File: config.mk
export PLATFORM = sky130hd
export DESIGN_NAME = wb_snoop_ctrl
export DESIGN_NICKNAME = d
export VERILOG_FILES = /design/src/rtl/wb_snoop_pkg.sv /design/src/rtl/wb_snoop_prio_enc.sv /design/src/rtl/wb_snoop_ctrl.sv
export SDC_FILE = /design/constraint.sdc
export NUM_CORES = 1
export LEC_CHECK = 0
export BUFFER_PORTS_ARGS = -buffer_cell sky130_fd_sc_hd__buf_2
export CORE_ASPECT_RATIO = 0.6
export CORE_MARGIN = 10
export CORE_UTILIZATION = 35
export CTS_CLUSTER_SIZE = 30
export DETAILED_ROUTE_END_ITERATION = 7
export PLACE_DENSITY = 0.67
export SLEW_MARGIN = 30
export SYNTH_ARGS = -nofsm -noshare
export SYNTH_HDL_FRONTEND = slang
export SYNTH_SLANG_ARGS = --single-unit
File: constraint.sdc
create_clock -name wb_clk_i -period 2.8 [get_ports wb_clk_i]
set_input_delay 0.28 -clock wb_clk_i [delete_from_list [all_inputs] [get_ports wb_clk_i]]
set_output_delay 0.28 -clock wb_clk_i [all_outputs]
set_load 0.05 [all_outputs]
File: src/rtl/wb_snoop_pkg.sv
// rtl/wb_snoop_pkg.sv - shared state encodings and snoop type constants for wb_snoop_ctrl
package wb_snoop_pkg;

    typedef enum logic [2:0] {
        ST_IDLE = 3'b001,
        ST_POLL = 3'b010,
        ST_RESP = 3'b100
    } snoop_state_e;

    localparam logic SNOOP_TYPE_IDLE = 1'b0;
    localparam logic SNOOP_TYPE_READ = 1'b1;

endpackage

File: src/rtl/wb_snoop_prio_enc.sv
// rtl/wb_snoop_prio_enc.sv - lowest-index-wins priority encoder with found flag
module wb_snoop_prio_enc #(
    parameter int N  = 4,
    parameter int CW = 2
) (
    input  logic [N-1:0]  req_i,
    output logic          found_o,
    output logic [CW-1:0] idx_o
);

    // Scan from the top down so the lowest set bit is written last and wins.
    always_comb begin
        found_o = 1'b0;
        idx_o   = '0;
        for (int i = N - 1; i >= 0; i--) begin
            if (req_i[i]) begin
                found_o = 1'b1;
                idx_o   = CW'(i);
            end
        end
    end

endmodule

File: src/rtl/wb_snoop_ctrl.sv
// rtl/wb_snoop_ctrl.sv - snoop-read controller; optional POLL timeout under WB_SNOOP_TIMEOUT_EN
module wb_snoop_ctrl
    import wb_snoop_pkg::*;
#(
    parameter  int NUM_CORES = 4,
    parameter  int AW        = 32,
    parameter  int DW        = 32,
    parameter  int TIMEOUT   = 16,
    localparam int CW        = (NUM_CORES > 1) ? $clog2(NUM_CORES) : 1
) (
    input  logic                    wb_clk_i,
    input  logic                    wb_rst_i,
    input  logic                    req_valid_i,
    output logic                    req_ready_o,
    input  logic [AW-1:0]           req_adr_i,
    input  logic [CW-1:0]           req_core_i,
    output logic [AW-1:0]           snoop_adr_o,
    output logic                    snoop_type_o,
    input  logic [NUM_CORES-1:0]    snoop_ack_i,
    input  logic [NUM_CORES-1:0]    snoop_hit_i,
    input  logic [NUM_CORES*DW-1:0] snoop_dat_i,
    output logic                    rsp_valid_o,
    input  logic                    rsp_ready_i,
    output logic                    rsp_hit_o,
    output logic [DW-1:0]           rsp_dat_o,
    output logic [CW-1:0]           rsp_src_o,
    output logic                    rsp_timeout_o
);

    snoop_state_e         state_q, state_d;
    logic [AW-1:0]        adr_q, adr_d;
    logic [NUM_CORES-1:0] own_q, own_d;
    logic [NUM_CORES-1:0] mask_q, mask_d;
    logic                 hit_q, hit_d;
    logic [DW-1:0]        dat_q, dat_d;
    logic [CW-1:0]        src_q, src_d;

    logic [NUM_CORES-1:0] acks;
    logic [NUM_CORES-1:0] hits;
    logic                 enc_found;
    logic [CW-1:0]        enc_idx;
    logic                 poll_done;
    logic                 poll_expired;

    // The requester's own ack/hit never counts; its mask bit is preset instead.
    assign acks = snoop_ack_i & ~own_q;
    assign hits = acks & snoop_hit_i;

    wb_snoop_prio_enc #(
        .N  (NUM_CORES),
        .CW (CW)
    ) u_prio_enc (
        .req_i   (hits),
        .found_o (enc_found),
        .idx_o   (enc_idx)
    );

`ifdef WB_SNOOP_TIMEOUT_EN
    localparam int CNTW = $clog2(TIMEOUT + 1);
    logic [CNTW-1:0] cnt_q, cnt_d;
    logic            tmo_q, tmo_d;

    assign poll_expired  = (cnt_q == CNTW'(TIMEOUT - 1));
    assign rsp_timeout_o = tmo_q;
`else
    assign poll_expired  = 1'b0;
    assign rsp_timeout_o = 1'b0;
`endif

    assign poll_done = &(mask_q | acks);

    always_comb begin
        state_d = state_q;
        adr_d   = adr_q;
        own_d   = own_q;
        mask_d  = mask_q;
        hit_d   = hit_q;
        dat_d   = dat_q;
        src_d   = src_q;
`ifdef WB_SNOOP_TIMEOUT_EN
        cnt_d   = cnt_q;
        tmo_d   = tmo_q;
`endif
        unique case (state_q)
            ST_IDLE: begin
                if (req_valid_i) begin
                    state_d = ST_POLL;
                    adr_d   = req_adr_i;
                    own_d   = NUM_CORES'(1) << req_core_i;
                    mask_d  = NUM_CORES'(1) << req_core_i;
                    hit_d   = 1'b0;
                    dat_d   = '0;
                    src_d   = '0;
`ifdef WB_SNOOP_TIMEOUT_EN
                    cnt_d   = '0;
                    tmo_d   = 1'b0;
`endif
                end
            end
            ST_POLL: begin
                mask_d = mask_q | acks;
                if (!hit_q && enc_found) begin
                    hit_d = 1'b1;
                    dat_d = snoop_dat_i[enc_idx*DW +: DW];
                    src_d = enc_idx;
                end
`ifdef WB_SNOOP_TIMEOUT_EN
                cnt_d = cnt_q + 1'b1;
`endif
                if (poll_done) begin
                    state_d = ST_RESP;
                end else if (poll_expired) begin
                    state_d = ST_RESP;
`ifdef WB_SNOOP_TIMEOUT_EN
                    tmo_d   = 1'b1;
`endif
                end
            end
            ST_RESP: begin
                if (rsp_ready_i) begin
                    state_d = ST_IDLE;
                end
            end
            default: state_d = ST_IDLE;
        endcase
    end

    always_ff @(posedge wb_clk_i or posedge wb_rst_i) begin
        if (wb_rst_i) begin
            state_q <= ST_IDLE;
            adr_q   <= '0;
            own_q   <= '0;
            mask_q  <= '0;
            hit_q   <= 1'b0;
            dat_q   <= '0;
            src_q   <= '0;
`ifdef WB_SNOOP_TIMEOUT_EN
            cnt_q   <= '0;
            tmo_q   <= 1'b0;
`endif
        end else begin
            state_q <= state_d;
            adr_q   <= adr_d;
            own_q   <= own_d;
            mask_q  <= mask_d;
            hit_q   <= hit_d;
            dat_q   <= dat_d;
            src_q   <= src_d;
`ifdef WB_SNOOP_TIMEOUT_EN
            cnt_q   <= cnt_d;
            tmo_q   <= tmo_d;
`endif
        end
    end

    // Reset forces IDLE asynchronously, so ready must also be gated by reset itself.
    assign req_ready_o  = (state_q == ST_IDLE) && !wb_rst_i;
    assign snoop_type_o = (state_q == ST_POLL) ? SNOOP_TYPE_READ : SNOOP_TYPE_IDLE;
    assign snoop_adr_o  = adr_q;
    assign rsp_valid_o  = (state_q == ST_RESP);
    assign rsp_hit_o    = hit_q;
    assign rsp_dat_o    = dat_q;
    assign rsp_src_o    = src_q;

endmodule

==> flow_summary.ini, run 1 <==
[timing]
period_share_pct = 76.6
fmax_mhz = 466
hold_violations = 0
whs_ps = 135
report.final.setup_viol = 0
setup_slack_ps = 656
tns_ps = 0
drv_slew = 0
maxSlewHeadroom_pct = 45.1
skew_ps = 7.50
worst_slew_pin_slew_ps = 821
min_period_ps = 2140
rsz0062_at_grt = no

[finish]
drive_gt1_share_pct = 37.1
syn2layout_area_growth_pct = 39.6
nNetsFinal = 905
fillCellCount = 1149

[logic_synthesis]
netlist_area_um2 = 4090
syn_inst = 503
synth_seq_area_share_pct = 47.8
synth-seq-cells = 78
syn-num-nets = 677
synth_cell_type_count = 31
yosysWarnings = 0
synth.avg_cell_area_um2 = 8.12

[clock_network]
cts_root_buf = clkbuf_16
clkTransAtPathRegs_ps = 60
cts_setup_buffers = 0
cts_tree = done
h-tree-depth = 3
clk-insertion-delay-late_ps = 330
ctsResizeCount = 0
clkSinkCount = 78
ctsLongestPathBuffers = 2
cts_made_buffers = 9

[setup_path]
crit_path_end_kind = register
critical_path_required_ps = 3060
startpoint_type = register
crit_fanout = 32
arrival_ps = 2400
crit_type = reg2reg

[detailed_routing]
vias_per_cell = 5.15
drtPass1Iterations = 5
wl_um = 16300
drt-initial-drc-count = 313
num_vias = 4623
final_antenna_net_count = 0
drcViolationCount = 0
wl_per_cell_um = 18.1

[power_and_ir_drop]
ir_drop_uv = 545
p_per_area_nw_per_um2 = 1180
leakagePower_uw = 0.00303

[job]
cap_violations = 0

[global_routing]
grt_pass1_wl_um = 26200
antenna_found_initial = 0
track_usage_pct = 19.0
grt_max_degree = 37
overflow = 0
grt_pass1_vias = 4784

[status]
status = completed

[die]
die_w_um = 159
core-area_um2 = 11300
start_util_pct = 36.0
die_area_um2 = 16500
rows = 30
die_h_um = 104
io_pins = 245

[placement]
dp_hpwl_um = 12700
pre_cts_ws_ps = 633
place_congestion = 0.868
port_buffers = 243

[min_path]
worstHoldPathType = in2reg
-- power breakdown --
part	switching, uW	total [uW]	internal (uW)
registers	312	1960	1650
clock network	456	1150	692
logic	2750	3650	895
-- placed cells by master (no fill, tap or decap), types with 2 or more instances in the layout --
cell type   count
buf_2         243
nor2_1        101
and2_1          3
nand3_1         4
nor2b_1         5
a21oi_1         3
buf_4          12
clkinvlp_4      2
a32o_1         32
nand2_1       108
nand3b_1        5
a22oi_1         4
clkinv_2        2
inv_1           2
dfrtp_1        77
o22ai_1        34
clkbuf_16       9
nor3_1         33
clkbuf_1        2
o21ai_0        40
-- final cells by class --
class / count / area [um^2] / share of cell area (%)
Antenna cell: 1 / 2.50 / 0.0439
Clock buffer: 11 / 233 / 4.08
Clock inverter: 5 / 58.8 / 1.03
Inverter: 3 / 12.5 / 0.219
Multi-Input combinational cell: 383 / 1930 / 33.8
Sequential cell: 78 / 1950 / 34.2
Tap cell: 160 / 200 / 3.51
Timing Repair Buffer: 256 / 1320 / 23.1
-- path summary, 6_finish.rpt --
| kind | start | to | slack, ps | cells past startpoint |
|---|---|---|---|---|
| hold / removal | req_adr_i[22] | snoop_adr_o[22] | 130 | 3 |
| hold reg to reg | snoop_adr_o[15] | snoop_adr_o[15] | 470 | 2 |
| setup / recovery | own_q[0] | rsp_dat_o[7] | 660 | 5 |
| min in group asynchronous | wb_rst_i | own_q[0] | 430 | 3 |
| max in group asynchronous | wb_rst_i | rsp_dat_o[7] | 1660 | 4 |
| setup reg to reg | own_q[0] | rsp_dat_o[7] | 660 | 5 |
-- worst max-delay path, cell delays in order (launching register included) --
cell and delay (ps):
dfrtp_1 360, nand3b_1 430, nand4_1 140, and2_1 260, nor2_4 640, a32o_1 220
-- state kept, by name, summed over array words and instances (netlist names) --
register	count
rsp_dat_o	32
snoop_adr_o	32
mask_q	4
own_q	4
state_q	3
rsp_src_o	2
rsp_hit_o	1
-- per-layer routing --
layer / vias up / share of wire (%) / GRT usage (%)
met3: 11 / 8.0 / 6.17
met5: - / 0 / 0
met4: 0 / 0.91 / 4.08
met1: 2205 / 44 / 24.3
li1: 2211 / - / -
met2: 196 / 47 / 30.6
-- synth_stat cells, drive strengths merged --
library cell | count | area (um^2)
nand2 | 108 | 405
nor2 | 102 | 390
dfrtp | 77 | 1930
o21ai | 40 | 200
o22ai | 34 | 213
nor3 | 33 | 165
a32o | 32 | 320
clkbuf | 27 | 101
buf | 12 | 93.8
nand3b | 5 | 37.5
nor2b | 5 | 31.3
a22oi | 4 | 30.0
nand3 | 4 | 20.0
a21oi | 3 | 15.0
and2 | 3 | 18.8
inv | 3 | 11.3
a21o | 1 | 7.51
a31oi | 1 | 6.26
and2b | 1 | 7.51
and3b | 1 | 8.76
conb | 1 | 3.75
dfstp | 1 | 26.3
nand2b | 1 | 6.26
nand4 | 1 | 6.26
nor3b | 1 | 18.8
nor4b | 1 | 8.76
or3 | 1 | 6.26
-- stage by stage --
| step | area [um^2] | std cells | utilization (%) | total power [uW] |
|---|---|---|---|---|
| CTS | 5700 | 896 | 50.3 | 6820 |
| detailed placement | 5400 | 879 | 47.6 | 5660 |
| global route | 5700 | 896 | 50.3 | 7150 |
| finish | 5700 | 897 | 50.3 | 6760 |
| global placement | 5400 | 879 | 47.6 | 5590 |
| floorplan | 4090 | 503 | - | 4660 |
-- repair_timing --
item | in CTS | in global routing
endpoints found under the setup margin | 0 | 0
hold buffers | 1 | 0
endpoints found under the hold margin | 13 | 0
-- logic make-up after synthesis --
logic type / count (synthesis) / share of synthesized area, %
DFF: 78 / 47.8
AOI/OAI and AO/OA: 115 / 19.4
other: 1 / 0.0918
and+or+nand+nor: 267 / 27.7
buffers and inverters: 42 / 5.05
Note: power is estimated with default switching activity, not from simulation.
==> run 2: changes to the inputs <==
==> constraint.sdc (replaced) <==
create_clock -name wb_clk_i -period 2 [get_ports wb_clk_i]
set_input_delay 0.2 -clock wb_clk_i [delete_from_list [all_inputs] [get_ports wb_clk_i]]
set_output_delay 0.2 -clock wb_clk_i [all_outputs]
set_load 0.05 [all_outputs]
==> run 2 against run 1 <==
Maximum frequency grew 13%. Non-clock buffer count rose by 7. Cell area is 3.1% higher. Die area unchanged. Highest routed layer unchanged.
==> flow_summary.ini, run 2 (synthesized netlist as in run 1, its figures left out) <==
[power_and_ir_drop]
netSwitchingFraction_pct = 50.8
p_switching_uw = 5010
combPwrFrac_pct = 53.9
p_int_uw = 4850
total_power_uw = 9860
leakagePower_uw = 0.00312
ir_drop_uv = 727
p_per_area_nw_per_um2 = 1680
clockPowerShare_pct = 18.3
p_seq_share_pct = 27.8

[setup_path]
rr_worst_depth = 6
r2r-start = own_q[0]
max_stage_delay_ps = 360
crit_type = reg2reg
critical_path_required_ps = 2210
reg2reg_setup_slack_ps = 110
crit_fanout = 23
arrival_ps = 2100
path_cells = nand3b_1 -> buf_6 -> and2_1 -> buf_4 -> o21ai_0 -> a32o_1
startpoint_type = register
r2r_end = rsp_dat_o[19]
crit_slowest_cell = dfrtp_1
crit_path_end_kind = register

[detailed_routing]
wl_um = 16700
wl_per_cell_um = 18.5
drcViolationCount = 0
num_vias = 4612
drt-initial-drc-count = 334
drtPass1Iterations = 6
final_antenna_net_count = 0
vias_per_cell = 5.10

[clock_network]
clkTransAtPathRegs_ps = 60
clkSinkCount = 78
cts_made_buffers = 9
postCtsHoldBufs = 0
h-tree-depth = 3
clk-insertion-delay-late_ps = 330
ctsLongestPathBuffers = 2
cts_tree = done
cts_root_buf = clkbuf_16

[finish]
final_util_pct = 51.9
seqCellArea_um2 = 1950
diodes = 0
nNetsFinal = 913
final_area_um2 = 5880
fillCellCount = 1131
syn2layout_area_growth_pct = 43.9
multi_input_area_um2 = 1940
final_cell_mix = 243 x buf_2, 108 x nand2_1, 101 x nor2_1
drive_gt1_share_pct = 38.3
fin_cells = 904
mostFrequentLayoutCell = buf_2

[placement]
place_congestion = 0.868
pre_cts_ws_ps = -3.39
dp_cells = 886
dp_hpwl_um = 12600
placed_area_um2 = 5500
port_buffers = 243

[die]
core-area_um2 = 11300
die_w_um = 159
die_h_um = 104
rows = 30
start_util_pct = 36.0
die_area_um2 = 16500
io_pins = 245

[timing]
rsz0062_at_grt = no
period_share_pct = 94.6
hold_violations = 0
maxSlewHeadroom_pct = 58.3
setup_slack_ps = 109
min_period_ps = 1890
skew_ps = 8.29
fmax_mhz = 529
drv_slew = 0
worst_slew_pin_slew_ps = 626
report.final.setup_viol = 0

[global_routing]
grt_max_degree = 48
antenna_found_initial = 0
overflow = 0
grt_pass1_vias = 4781
track_usage_pct = 19.4
grt_pass1_wl_um = 26200

[min_path]
worstHoldPathType = in2async

[status]
status = completed

[job]
cap_violations = 0
[run 2: cell types whose count changed in the layout (fill, tap and decap cells not counted), sizes merged]
cell	delta
dlygate4sd3	-1
diode	-1
inv	-1
nor2	+1
bufinv	+1
buf	+8
[run 2: metal layers]
| layer | part of all wire (%) | GRT usage (%) |
|---|---|---|
| met4 | 1.1 | 4.48 |
| met3 | 11 | 9.41 |
| met5 | 0 | 0 |
| met2 | 44 | 29.5 |
| met1 | 43 | 24.3 |
[run 2: final cells by class]
class,instances,share of cell area [%]
Clock buffer,11,4.30
Clock inverter,5,1.38
Inverter,3,0.255
Multi-Input combinational cell,384,33.1
Sequential cell,78,33.2
Tap cell,160,3.40
Timing Repair Buffer,263,24.4
[run 2: repair_timing]
item	CTS	global route
gates cloned	1	0
setup buffers	0	1
pin swaps	0	1
resized for setup	1	5
endpoints found under the setup margin	23	37
[run 2: how the worst max path moves through the flow]
stage               startpoint       endpoint  slack (ps)
floorplan           state_q[1]   rsp_dat_o[0]         -50
global placement    state_q[0]  rsp_dat_o[15]          60
detailed placement  state_q[0]   rsp_dat_o[1]          -3
CTS                 state_q[2]   rsp_src_o[0]          50
global route        state_q[2]      mask_q[2]          20
finish                own_q[0]  rsp_dat_o[19]         110
[run 2: worst max-delay path: cells and delay by family, from the launching register on]
kind | cells | cell delay (ps)
AOI/OAI and AO/OA | 2 | 490
buffers and inverters | 2 | 480
and+or+nand+nor | 2 | 430
DFF | 1 | 360
[run 2: stage by stage]
step / TNS, ps / hold WS, ps
final: 0 / 2.32
after global routing: 0 / 50.9
after CTS: 0 / 7.03
after detailed placement: -4.16 / 362
after global placement: 0 / 355
after floorplan: -1420 / 305
[run 2: power by group through the flow]
stage,clock network (uW),registers [uW],logic [uW]
3_3_place_gp,0,2720,5180
5_1_grt,1940,2830,5690
4_1_cts,1860,2740,5310
3_5_place_dp,0,2750,5260
2_1_floorplan,0,4930,1610
6_report,1810,2740,5320
==> run 3: changes to the inputs <==
--- a/config.mk
+++ b/config.mk
@@ -11,8 +11,11 @@
 export CORE_UTILIZATION = 35
 export CTS_CLUSTER_SIZE = 30
 export DETAILED_ROUTE_END_ITERATION = 7
+export MAX_ROUTING_LAYER = met4
 export PLACE_DENSITY = 0.67
+export RECOVER_POWER = 50
 export SLEW_MARGIN = 30
 export SYNTH_ARGS = -nofsm -noshare
 export SYNTH_HDL_FRONTEND = slang
+export SYNTH_HIERARCHICAL = 1
 export SYNTH_SLANG_ARGS = --single-unit
==> run 3 against run 2 <==
Largest power group unchanged. Cell area decreased by 0.70%. Sequential share of layout area increased by 0.23 points. Die area decreased by 1.4%. Setup slack got worse by 130 ps. Combinational power decreased by 19%. Clock power decreased by 9.9%. Via count decreased by 18%. Critical path depth increased by 3. The flow now finishes with violations (negative setup slack). Non-clock buffer count increased by 3. Flip-flop and latch count unchanged. Critical path type unchanged.
==> flow_summary.ini, run 3 <==
[finish]
nNetsFinal = 812
drive_gt1_share_pct = 47.7
mostFrequentLayoutCell = buf_2
fin_cells = 788
syn2layout_area_growth_pct = 45.4
final_area_um2 = 5840
final_cell_mix = 197 x buf_2, 103 x nand2_1, 77 x dfrtp_1

[logic_synthesis]
synth.avg_cell_area_um2 = 10.3
synth_top_cell_by_area = dfrtp_1
yosysWarnings = 6
async_reset_ff_share_pct = 100
synth_ff_type = dfrtp_1
synth_cell_type_count = 35
synth_common_cells = 103 x nand2_1, 77 x dfrtp_1, 36 x inv_1, 34 x nand3_1, 32 x mux4_2
synth_seq_area_share_pct = 48.6
synth-edff-count = 0
syn-num-nets = 564
synth-seq-cells = 78
netlist_area_um2 = 4020
syn_inst = 390
yosysMostFrequentCell = nand2_1
synth_area_leaders = dfrtp_1 48%, mux4_2 18%, nand2_1 9.6%
synth_top_area_share_pct = 48.0

[timing]
rsz0062_at_grt = yes
drv_slew = 0
fmax_mhz = 496
skew_ps = 7.55
setup_slack_ps = -16.8
report.final.setup_viol = 5
period_share_pct = 101
min_period_ps = 2020
worst_slew_pin_slew_ps = 1200
hold_violations = 0
maxSlewHeadroom_pct = 19.8

[detailed_routing]
drtPass1Iterations = 4
wl_per_cell_um = 17.8
wl_um = 14000
drcViolationCount = 0
highest_layer = met4
final_antenna_net_count = 0
wl_met3_um = 1280
wl_met1_um = 6030
dr_wl_met2_um = 6560
drt-initial-drc-count = 141
vias_per_cell = 4.81
num_vias = 3791

[setup_path]
crit_type = reg2reg
worstSetupStartpoint = own_q[3]
r2r-start = own_q[3]
arrival_ps = 2220
path_cells = nor2b_2 -> and2_4 -> nand2b_4 -> a21oi_4 -> buf_12 -> buf_16 -> mux4_2 -> inv_2 -> o21ai_2
crit_path_end_kind = register
crit_fanout = 8
crit_slowest_cell = mux4_2
reg2reg_setup_slack_ps = -20
rr_worst_depth = 9
startpoint_type = register
r2r_end = rsp_dat_o[5]
max_stage_delay_ps = 510
cp-endpoint = rsp_dat_o[5]
critical_path_required_ps = 2210

[clock_network]
cts_tree = done
cts_made_buffers = 9
h-tree-depth = 3
clkSinkCount = 78
clk-insertion-delay-late_ps = 330
cts_root_buf = clkbuf_16
ctsLongestPathBuffers = 2
clkTransAtPathRegs_ps = 60

[placement]
placed_area_um2 = 5480
dp_cells = 763
port_buffers = 243
place_congestion = 0.889
dp_hpwl_um = 11200

[status]
violations = negative setup slack
status = finished, violations left

[job]
cap_violations = 0

[power_and_ir_drop]
p_per_area_nw_per_um2 = 1440
leakagePower_uw = 0.00303
p_int_uw = 4440
netSwitchingFraction_pct = 47.3
p_seq_share_pct = 29.2
ir_drop_uv = 717
p_switching_uw = 3980
combPwrFrac_pct = 51.4
clockPowerShare_pct = 19.3

[global_routing]
track_usage_pct = 17.3
grt_pass1_vias = 4122
grt_max_degree = 69
grt_pass1_wl_um = 21400
overflow = 0
antenna_found_initial = 1

[min_path]
worstHoldPathType = in2reg

[die]
die_h_um = 103
rows = 30
core-area_um2 = 11300
start_util_pct = 35.7
die_w_um = 158
io_pins = 245
die_area_um2 = 16300
-- run 3: critical path, delay by kind of cell, from the launching register on --
family | cells | cell delay (ps)
flip-flops | 1 | 390
multiplexers | 1 | 510
AND/OR/NAND/NOR | 3 | 380
AO/OA/AOI/OAI | 2 | 260
buffers and inverters | 3 | 360
-- run 3: metal layers --
layer  global-route usage (%)  up-vias
li1                         -     1822
met3                     6.63       16
met2                     27.7      171
met1                     20.4     1782
met4                     3.69        0
met5                        -        -
-- run 3: what timing repair did --
| action | 4_1_cts | 5_1_grt |
|---|---|---|
| hold buffers | 1 | 0 |
| buffers inserted | 3 | 2 |
| gates cloned | 2 | 0 |
| resized for setup | 8 | 23 |
| endpoints found under the setup margin | 32 | 32 |
| endpoints found under the hold margin | 24 | 0 |
| pin swaps | 1 | 4 |
-- run 3: how the worst min path moves through the flow --
stage	cells after the start	startpoint	to	slack, ps
2_1_floorplan	2	req_adr_i[0]	snoop_adr_o[0]	310
3_3_place_gp	2	wb_rst_i	state_q[2]	340
3_5_place_dp	2	wb_rst_i	state_q[2]	350
4_1_cts	3	req_adr_i[3]	snoop_adr_o[3]	40
5_1_grt	3	req_adr_i[3]	snoop_adr_o[3]	50
6_report	3	req_adr_i[6]	snoop_adr_o[6]	60
-- run 3: stage by stage --
step | power [uW] | TNS, ps | utilization, % | worst slack [ps] | hold WS, ps
after global placement | 6660 | -1340 | 48.7 | -67.3 | 338
after floorplan | 5560 | -1190 | - | -53.1 | 305
final | 8420 | -34.6 | 51.9 | -16.8 | 57.9
after global routing | 8960 | -3160 | 51.9 | -112 | 51.7
after CTS | 8570 | 0 | 52.4 | 0.836 | 42.6
after detailed placement | 6770 | -2950 | 48.7 | -148 | 350
-- run 3: kinds of logic (layout without fill, tap and decap cells) --
family | after synthesis | in the layout | synth area share (%)
simple gates | 163 | 163 | 18.7
other cells | 1 | 2 | 0.0933
mux | 32 | 32 | 17.9
flops | 78 | 78 | 48.6
compound gates | 51 | 51 | 7.44
buf+inv | 65 | 318 | 7.26
-- run 3: layout make-up --
cell class                      instances  area, um^2
Fill cell                            1078        5420
Sequential cell                        78        1950
Multi-Input combinational cell        247        1830
Timing Repair Buffer                  266        1440
Clock buffer                           11         243
Tap cell                              144         180
Inverter                               36         136
Clock inverter                          5        58.8
Antenna cell                            1        2.50
-- run 3: power groups by stage --
stage          combinational [uW]  clock [uW]  sequential [uW]
2_1_floorplan                1570           0             4000
3_3_place_gp                 4210           0             2440
3_5_place_dp                 4310           0             2460
4_1_cts                      4440        1690             2450
5_1_grt                      4680        1750             2540
6_report                     4330        1630             2460
